**config.mk**
```make
export PLATFORM = sky130hd
export DESIGN_NAME = demux1_4_sched
export DESIGN_NICKNAME = d
export VERILOG_FILES = /design/src/rtl/demux1_4_sched.sv
export SDC_FILE = /design/constraint.sdc
export NUM_CORES = 1
export LEC_CHECK = 0
export BUFFER_PORTS_ARGS = -buffer_cell sky130_fd_sc_hd__buf_2
export CAP_MARGIN = 20
export CORE_ASPECT_RATIO = 1.1
export CORE_MARGIN = 2
export CORE_UTILIZATION = 56
export DETAILED_ROUTE_END_ITERATION = 8
export PLACE_DENSITY = 0.85
export SLEW_MARGIN = 20
export SYNTH_ARGS = -nofsm -noshare
export SYNTH_HDL_FRONTEND = slang
export SYNTH_SLANG_ARGS = --single-unit
```
**constraint.sdc**
```tcl
create_clock -name clk -period 5.3 [get_ports clk]
set_input_delay 0.53 -clock clk [delete_from_list [all_inputs] [get_ports clk]]
set_output_delay 0.53 -clock clk [all_outputs]
set_load 0.03 [all_outputs]
```
**src/rtl/demux1_4_sched.sv**
```systemverilog
// demux1_4_sched
//   Sequencer in front of the 1-to-4 structural demux. It takes one word
//   at a time from a valid/ready input and picks a channel, either
//   round-robin or from in_dest. It drives the demux selects S2/S1 and
//   holds the word on out_data until the chosen channel accepts it.
//   In round-robin mode, a channel that stalls for TIMEOUT cycles is
//   skipped, and the word moves on to the next channel.

module demux1_4_sched #(
    parameter int DW      = 8,
    parameter int TIMEOUT = 16          // 0 disables round-robin retargeting
) (
    input  logic          clk,
    input  logic          rst,
    input  logic          mode,         // 0 = round-robin, 1 = addressed
    input  logic          in_valid,
    output logic          in_ready,
    input  logic [DW-1:0] in_data,
    input  logic [1:0]    in_dest,
    output logic          S2,
    output logic          S1,
    output logic [DW-1:0] out_data,
    output logic [3:0]    out_valid,
    input  logic [3:0]    out_ready,
    output logic          busy,
    output logic [7:0]    skip_cnt
);

    typedef enum logic {
        IDLE = 1'b0,
        SEND = 1'b1
    } state_t;

    // The stall counter only has to reach TIMEOUT-1. In addressed mode
    // the counter wraps harmlessly because that mode never times out.
    localparam int             WCW       = (TIMEOUT > 2) ? $clog2(TIMEOUT) : 1;
    localparam logic [WCW-1:0] WAIT_LAST = (TIMEOUT > 0) ? WCW'(TIMEOUT - 1) : '0;
    localparam logic           TO_EN     = (TIMEOUT != 0);

    state_t         state;
    logic [1:0]     target;
    logic [1:0]     rr_ptr;
    logic           mode_q;             // mode latched when the word is accepted
    logic [WCW-1:0] wait_cnt;

    logic [1:0]     accept_tgt;
    logic [1:0]     next_tgt;
    logic           target_ready;
    logic           timeout_hit;

    function automatic logic [3:0] onehot(input logic [1:0] ch);
        onehot = 4'b0001 << ch;
    endfunction

    // Decode the destination and the send-state events that drive the sequencer.
    always_comb begin
        // NOTE: every combinational output gets a default first, so no path can infer a latch.
        accept_tgt   = rr_ptr;
        next_tgt     = target + 2'd1;
        target_ready = out_ready[target];
        timeout_hit  = 1'b0;
        if (mode) begin
            accept_tgt = in_dest;
        end
        if (!mode_q && TO_EN && (wait_cnt == WAIT_LAST)) begin
            timeout_hit = 1'b1;
        end
    end

    // Two-state sequencer: accept in IDLE, then hold and offer the word in SEND.
    always_ff @(posedge clk) begin
        // NOTE: state registers use non-blocking assignments only, so every read sees the pre-edge value.
        if (rst) begin
            state     <= IDLE;
            target    <= 2'd0;
            rr_ptr    <= 2'd0;
            mode_q    <= 1'b0;
            wait_cnt  <= '0;
            skip_cnt  <= 8'd0;
            out_valid <= 4'b0000;
            // NOTE: the held word is cleared on reset too, so out_data reads zero after reset.
            out_data  <= '0;
        end else begin
            case (state)
                IDLE: begin
                    if (in_valid) begin
                        out_data  <= in_data;
                        target    <= accept_tgt;
                        out_valid <= onehot(accept_tgt);
                        mode_q    <= mode;
                        wait_cnt  <= '0;
                        state     <= SEND;
                    end
                end
                SEND: begin
                    if (target_ready) begin
                        // Transfer wins over a timeout that lands on the same edge.
                        out_valid <= 4'b0000;
                        state     <= IDLE;
                        if (!mode_q) begin
                            rr_ptr <= next_tgt;
                        end
                    end else if (timeout_hit) begin
                        target    <= next_tgt;
                        out_valid <= onehot(next_tgt);
                        wait_cnt  <= '0;
                        if (skip_cnt != 8'hFF) begin
                            skip_cnt <= skip_cnt + 8'd1;
                        end
                    end else begin
                        wait_cnt <= wait_cnt + 1'b1;
                    end
                end
                default: begin
                    state     <= IDLE;
                    out_valid <= 4'b0000;
                end
            endcase
        end
    end

    // Status and selects decoded from the registered state.
    always_comb begin
        in_ready = (state == IDLE) && !rst;
        busy     = (state == SEND);
        S2       = target[1];
        S1       = target[0];
    end

endmodule

```
Yosys cells after proc, flatten, opt, wreduce, memory -nomap -nowiden
Index checks and enable logic that the tools add are counted.
{"block": "op_classes", "add_sub_neg": 3, "n_lt_le_gt_ge": 1, "muxes": 19, "bitwise_logic": 3, "eq_ne": 6, "shifts": 2, "reduce_logical": 10}
{"operator": "$mux 4", "count": 6}
{"operator": "$pmux 4 s2", "count": 2}
{"operator": "$add 8x1->8 const B", "count": 1}
{"operator": "$mux 2", "count": 4}
{"operator": "$ne 8x8->1 const B", "count": 1}
{"operator": "$shl 1x2->4 const A", "count": 2}
{"operator": "$reduce_and 2->1", "count": 3}
{"operator": "$reduce_and 3->1", "count": 2}
{"operator": "$add 4x1->4 const B", "count": 1}
{"operator": "$eq 4x4->1 const B", "count": 1}
{"operator": "$mux 1", "count": 4}
{"operator": "$ne 2x2->1 const B", "count": 2}
{"operator": "$pmux 2 s2", "count": 1}
{"operator": "$reduce_and 4->1", "count": 1}
{"operator": "$lt 2x3->1 const B", "count": 1}
{"operator": "$ne 3x1->1 const B", "count": 1}
{"operator": "$not 1->1", "count": 3}
{"operator": "$add 2x1->2 const B", "count": 1}
{"operator": "$bmux 1 s2", "count": 1}
{"operator": "$logic_and 1x1->1", "count": 2}
{"operator": "$logic_not 1->1", "count": 2}
{"operator": "$ne 2x1->1 const B", "count": 1}
{"operator": "$pmux 1 s2", "count": 1}
{"block": "totals", "elab_cells": 52, "reg_bits": 30, "output_inout_bits": 24, "inputBits": 18}

Longest topological paths before layout
Gate-level depths: netlist of run 1.
{"block": "depth", "word_depth": 6, "ltp_mapped": 7, "ltp_nobuf": 6}

Least setup slack after synthesis of run 1
No wires, ideal clock.
{"block": "synth_path", "kind": "register -> register", "startpoint": "register target[0]", "endpoint": "register skip_cnt[2]", "setup_time_ps": 121, "t_arrival_ps": 1959, "period_less_slack_ps": 2080, "path_buffers": 0, "path_slack_ps": 3220, "t_required_ps": 5179, "stages_incl_launch_ff": 5, "cell_sequence": "dfxtp_1 > mux2_4 > o22a_4 > nor4b_1 > mux2_2"}
{"block": "synth_between", "elab_chain_cells": 4}
{"element": "start, declared", "line": "41", "rtl": "logic [1:0] target;"}
{"element": "start signal, assigned", "line": "88", "rtl": "target <= accept_tgt;"}
{"element": "start signal, assigned", "line": "104", "rtl": "target <= next_tgt;"}
{"element": "$bmux 1 s2", "line": "60", "rtl": "target_ready = out_ready[target];"}
{"element": "$mux 1 (not written as such)", "line": "60"}
{"element": "$not 1->1 (no source line)"}
{"element": "$reduce_and 4->1 (no source line)"}
{"element": "end signal, assigned", "line": "108", "rtl": "skip_cnt <= skip_cnt + 8'd1;"}
{"element": "end, declared", "line": "26", "rtl": "output logic [7:0] skip_cnt"}
Every way passes these cells. The select of a mux whose other input is x is not followed.
A chain may end at the register's enable or synchronous reset.

Worst setup path in the final report of run 1
{"block": "layout_path", "startpoint": "register state, in the netlist busy", "endpoint": "register skip_cnt[2]"}
{"block": "layout_between", "elab_chain_cells": 1}
{"element": "start, declared", "line": "40", "rtl": "state_t state;"}
{"element": "start signal, assigned", "line": "74", "rtl": "state <= IDLE;"}
{"element": "start signal, assigned", "line": "92", "rtl": "state <= SEND;"}
{"element": "start signal, assigned", "line": "99", "rtl": "state <= IDLE;"}
{"element": "$reduce_and 4->1 (no source line)"}
Every way passes these cells.

==> run_results.csv, run 1 <==
group,metric,value,unit
die,coreArea,0.00275,mm^2
critical_path,critical_path_buf_inv_count,0,
sta,slew_violations,0,
route,drt-total-wl,3.50,mm
clocking,htreeDepth,2,
synth,netlist_area,0.00160,mm^2
finish,layout_commonest_cell,"buf_2",
route,drt-wirelength-per-cell,13.4,um
synth,synth_nets,215,
power_and_ir_drop,ir_worst_vdd,0.000243,V
sta,finalSetupViolations,0,
synth,yosys.area.top_type,"dfxtp_1",
grt,grt_usage,0.232,
critical_path,required,5.54,ns
placement,dp_hpwl,2.51,mm
grt,grt_max_degree,30,
finish,antenna_cells,0,
power_and_ir_drop,finalPower,477,uW
synth,yosysWarnings,0,
synth,synth_cell_types,38,
grt,grt_pass1_wl,5.45,mm
sta,max-slew-margin-rel,0.477,
critical_path,worstSetupEndpointType,"flop",
critical_path,start_kind,"flop",
flow_run,drv_cap,0,
clocking,insertion_delay,0.33,ns
critical_path,rr_worst_depth,4,
sta,holdWs,0.425,ns
sta,skew,0.00847,ns
synth,synth_edf_count,0,
route,dr_total_vias,1507,
die,die_h,60.1,um
outcome,status,"completed",
synth,ys_async_sr_fraction,0,
sta,hold_viol_final,0,
synth,synthCells,191,
clocking,root_buffer,"clkbuf_4",
clocking,numCtsBuffers,5,
critical_path,critical_path_depth,4,
sta,fmax,449,MHz
route,dr.pass1.iters,4,
hold_path,whs_path_depth,3,
sta,grt_setup_unrepaired,"false",
clocking,cts_sinks,30,
sta,fin_crit_sh,0.420,
finish,final_net_count,252,
synth,syn_area_per_cell,8.40,um^2
critical_path,cp_cell_sequence,"nand2b_1, o22a_4, nor4b_1, mux2_2",
placement,gp_congestion,0.841,
clocking,cts_tree,"yes",
grt,gr-total-overflow,0,
power_and_ir_drop,power.leakage,0.790,nW
synth,synth_top_cell_area_share,0.374,
synth,ys_seq_elements,30,
grt,grt_antenna_before_repair,0,
die,start_util,0.583,
route,drt_iter0_drc,29,
die,row_count,20,
clocking,cts_setup_buffers,0,
route,drtAntennaViolNets,0,
finish,area_growth,16.1,%
sta,tns,0,ns
clocking,cts_hold_buffers,0,
sta,tightest_slew,0.783,ns
critical_path,cp_slowest_cell,"dfxtp_1",
critical_path,slowest_delay,0.75,ns
die,die-area,0.00331,mm^2
route,vias_per_cell,5.75,
grt,grt_pass1_vias,1278,
critical_path,worst-setup-path-type,"reg -> reg",
synth,ys_seq_area_frac,0.374,
die,fp.dieW,55.0,um
placement,numPortBuffers,41,
critical_path,worstPathArrival,2.46,ns
critical_path,cp_max_fo,22,
clocking,cts_resized,0,
sta,min_period,2.23,ns
finish,drive_above_1_share,0.249,
synth,synth_area_leaders,"dfxtp_1, nand2_1, mux2i_1",
hold_path,hold_path_class,"in -> reg",
synth,synth_ff_type,"dfxtp_1",
die,io_pins,42,
power_and_ir_drop,power.density,256,mW/mm^2
clocking,path_clk_slew,0.10,ns
finish,final_cell_mix,"buf_2, nand2_1, dfxtp_1",
clocking,clock_path_buffers,2,
route,drc,0,
critical_path,path_delay_family,"flip-flops",
==> logic make-up (layout without fill, tap and decap cells) <==
logic type | Yosys count | count (layout) | synth area share
buf+inv | 18 | 56 | 0.0484
simple gates | 78 | 78 | 0.233
xor+xnor | 1 | 1 | 0.00546
flops | 30 | 30 | 0.374
mux | 18 | 18 | 0.133
fa+ha+maj | 6 | 6 | 0.0468
compound gates | 40 | 40 | 0.159
==> final timing paths <==
check / start / endpoint / slack (ns)
max: busy$_SDFF_PP0_ / skip_cnt[2]$_SDFFE_PP0P_ / 3.07
max reg2reg: busy$_SDFF_PP0_ / skip_cnt[2]$_SDFFE_PP0P_ / 3.07
min reg2reg: out_valid[3]$_SDFFE_PP0P_ / out_valid[3]$_SDFFE_PP0P_ / 0.46
min: in_data[0] / out_data[0]$_SDFFE_PP0P_ / 0.42
==> registers in the layout, indices dropped and copies added, names as in the netlist <==
signal	count
out_data	8
wait_cnt	4
target	2
rr_ptr	2
mode_q	1
skip_cnt	8
out_valid	4
busy	1
==> area by class of cell <==
cell class	count	area (um^2)
multi-input cells	143	926
fillers	251	890
flip-flops and latches	30	601
repair buffers	41	205
clock buffers	6	51.3
well taps	33	41.3
inverters	7	26.3
clock inverters	2	12.5
==> synth_stat cells, types with 2 or more instances <==
cell and n:
a21oi_1 17, clkbuf_1 9, dfxtp_1 30, ha_1 6
inv_1 7, mux2_2 5, mux2_4 2, mux2i_1 10
nand2_1 33, nand2b_1 2, nand3_1 10, nand4_1 2
nor2_1 10, nor2b_1 5, nor3_1 5, o211ai_1 2
o21ai_0 7, o22ai_1 2, o31ai_1 2, o32ai_1 4
or3_1 3, or4_1 2
==> metal layers <==
layer	global-route usage	share of wire	vias to the layer above
met5	0	0	-
met4	0.108	0.020	0
met3	0.0625	0.040	8
met2	0.388	0.53	36
met1	0.268	0.41	704
li1	-	-	759
==> worst reg2reg max path, delay by kind of cell, from the launching register on <==
kind / cells / cell delay [ns]
AOI/OAI and AO/OA: 1 / 0.33
DFF: 1 / 0.75
muxes: 1 / 0.38
and+or+nand+nor: 2 / 0.67
==> through the flow <==
stage	setup slack (ns)	area [um^2]	utilization	cells
floorplan	3.22	1600	-	191
global placement	3.22	1800	0.654	254
detailed placement	3.16	1800	0.654	254
CTS	3.08	1860	0.677	262
global route	2.90	1860	0.677	262
finish	3.07	1860	0.677	262
==> report_power, final <==
| group | internal [mW] | leakage, nW | total, mW | switching [mW] |
|---|---|---|---|---|
| clock | 0.0637 | 0.0343 | 0.147 | 0.0834 |
| combinational | 0.0309 | 0.511 | 0.0846 | 0.0537 |
| sequential | 0.235 | 0.244 | 0.245 | 0.0104 |
| total | 0.329 | 0.790 | 0.477 | 0.148 |
(Power assumes the default switching activity.)
==> run 2, diff against run 1 <==
Settings changed: ABC_AREA set to 1, CORE_UTILIZATION 56 to 47, PLACE_DENSITY 0.85 to 0.76.
Clock period 5.3 ns to 1.82 ns, I/O delays scaled along.
==> run 2 against run 1 <==
Design area increased by 5.2%; sequential share of layout area down 1.6 points; largest power group unchanged; sequential power grew to 3.0 times the previous value; setup slack got worse by 2.9 ns; critical endpoint is now in_ready; via count increased by 6.4%; critical path type is now reg -> out; synthesized cell count up 28%; cell count up 29%; power grew to 3.3 times the previous value.
==> run_results.csv, run 2 <==
group,metric,value,unit
die,io_pins,42,
power_and_ir_drop,switchingPower,558,uW
synth,synth_cell_types,21,
sta,fin_crit_sh,0.878,
power_and_ir_drop,seq_power_share,0.467,
power_and_ir_drop,p_int,1.02,mW
die,row_count,22,
synth,syn_area_per_cell,6.73,um^2
synth,synth_area_leaders,"dfxtp_1, nand2_1, nor2_1",
clocking,cts_hold_buffers,0,
critical_path,rr_startpoint,"skip_cnt[0]$_SDFFE_PP0P_",
clocking,root_buffer,"clkbuf_4",
power_and_ir_drop,power.leakage,0.977,nW
critical_path,required,1.64,ns
die,coreArea,0.00333,mm^2
grt,grt_pass1_vias,1401,
power_and_ir_drop,switching_share,0.354,
synth,synth_ff_type,"dfxtp_1",
power_and_ir_drop,power_frac_clock,0.267,
synth,yosys.area.top_type,"dfxtp_1",
critical_path,worstSetupStartpoint,"busy$_SDFF_PP0_",
flow_run,drv_cap,0,
sta,min_period,1.60,ns
route,dr.pass1.iters,4,
die,die_h,66.0,um
critical_path,worstSetupEndpointType,"output pin",
finish,fillers,330,
synth,synthMostInstantiatedCell,"nand2_1",
critical_path,cp_max_fo,10,
route,drt-wirelength-per-cell,10.0,um
outcome,status,"completed",
grt,gr-total-overflow,0,
clocking,cts_resized,0,
synth,ys_async_sr_fraction,0,
placement,numPortBuffers,41,
sta,tns,0,ns
clocking,htreeDepth,2,
finish,final_net_count,314,
finish,antenna_cells,0,
synth,synthCells,244,
placement,gp_congestion,0.817,
finish,layout_commonest_cell,"nand2_1",
clocking,insertion_delay,0.34,ns
synth,ys_seq_area_frac,0.366,
sta,grt_setup_unrepaired,"false",
clocking,cts_sinks,30,
sta,skew,0.0121,ns
power_and_ir_drop,power.density,805,mW/mm^2
hold_path,hold_path_class,"in -> reg",
hold_path,min_from,"in_data[2]",
power_and_ir_drop,ir_worst_vdd,0.000490,V
clocking,clock_path_buffers,2,
route,vias_per_cell,4.73,
sta,max-slew-margin-rel,0.660,
route,drc,0,
sta,tightest_slew,0.510,ns
power_and_ir_drop,combPwrFrac,0.266,
route,dr_total_vias,1603,
synth,synth_commonest_cells,"nand2_1, nor2_1, dfxtp_1",
grt,grt_antenna_before_repair,0,
die,start_util,0.493,
sta,fmax,626,MHz
grt,grt_max_degree,19,
placement,dp_hpwl,2.58,mm
synth,synth_top_cell_area_share,0.366,
die,fp.dieW,60.4,um
placement,dp_cells,331,
finish,drive_above_1_share,0.247,
critical_path,rrSetupSlack,0.34,ns
route,drt_iter0_drc,56,
power_and_ir_drop,finalPower,1.58,mW
finish,top_regs,"out_data x8, skip_cnt x8",
finish,finalNonFillerCells,339,
critical_path,worstPathArrival,1.42,ns
grt,grt_pass1_wl,5.68,mm
synth,synth_nets,268,
sta,finalSetupViolations,0,
grt,grt_usage,0.187,
critical_path,start_kind,"flop",
synth,ys_seq_elements,30,
clocking,cts_setup_buffers,0,
sta,worst_slack,0.223,ns
placement,dpl_worst_slack,0.363,ns
critical_path,worst-setup-path-type,"reg -> out",
clocking,cts_tree,"yes",
finish,final_cell_mix,"nand2_1, nor2_1, buf_2",
clocking,path_clk_slew,0.09,ns
synth,synth_edf_count,0,
finish,area_growth,19.4,%
synth,netlist_area,0.00164,mm^2
synth,yosysWarnings,0,
sta,slew_violations,0,
die,die-area,0.00398,mm^2
clocking,numCtsBuffers,5,
route,drt-total-wl,3.39,mm
sta,hold_viol_final,0,
route,drtAntennaViolNets,0,
==> run 2: cell count changes in the layout (fill, tap and decap cells not counted), moves of 5 or more <==
cell and change:
nor2_1 +33, nand2_1 +29, inv_1 +13, o21ai_0 +13, mux2i_1 -10, nand3_1 +7
a21oi_1 -5, inv_2 +5, mux2_2 -5, nand3_2 +5, nor2b_1 -5, nor3_1 -5
==> run 2: routing by layer <==
layer,global-route usage,wire length [um],up-vias
met4,0.0667,47,0
met3,0.0528,154,5
met5,0,0,-
met1,0.228,1650,703
met2,0.310,1540,35
li1,-,-,860
==> run 2: power by group through the flow <==
stage                     sequential (mW)  combinational (mW)  clock (mW)
after floorplan                     0.819               0.246           0
after detailed placement            0.752               0.422           0
after global routing                0.745               0.471       0.460
final                               0.737               0.419       0.422
after global placement              0.752               0.419           0
after CTS                           0.738               0.424       0.429
==> run 2: area by class of cell <==
cell class / instances / area [um^2] / share of cell area
multi-input cells: 185 / 926 / 0.472
flip-flops and latches: 30 / 601 / 0.306
repair buffers: 43 / 220 / 0.112
inverters: 25 / 93.8 / 0.0479
well taps: 48 / 60.1 / 0.0306
clock buffers: 7 / 55.1 / 0.0281
clock inverters: 1 / 5.00 / 0.00255
==> run 2: per-stage QoR <==
| step | utilization | hold slack (ns) | cell area, um^2 |
|---|---|---|---|
| final | 0.589 | 0.0585 | 1960 |
| after global routing | 0.589 | 0.0655 | 1960 |
| after CTS | 0.589 | 0.0557 | 1960 |
| after detailed placement | 0.571 | 0.416 | 1900 |
| after global placement | 0.571 | 0.405 | 1900 |
| after floorplan | - | 0.251 | 1640 |
==> run 2: kinds of logic after synthesis <==
kind of cell,after synthesis,synth area share
simple gates,142,0.396
compound gates,33,0.101
buf+inv,29,0.0701
flops,30,0.366
fa+ha+maj,6,0.0457
xor+xnor,4,0.0213
==> run 2: final timing paths <==
path                               to  cells after the start
max                          in_ready                      3
min          out_data[2]$_SDFFE_PP0P_                      3
max reg2reg  skip_cnt[5]$_SDFFE_PP0P_                      8
min reg2reg    rr_ptr[1]$_SDFFE_PP0P_                      2
==> run 2: worst max-delay path: stages, from the launching register on <==
cell and delay [ns]:
dfxtp_1 0.57, buf_4 0.26, nor2_1 0.07, buf_2 0.18
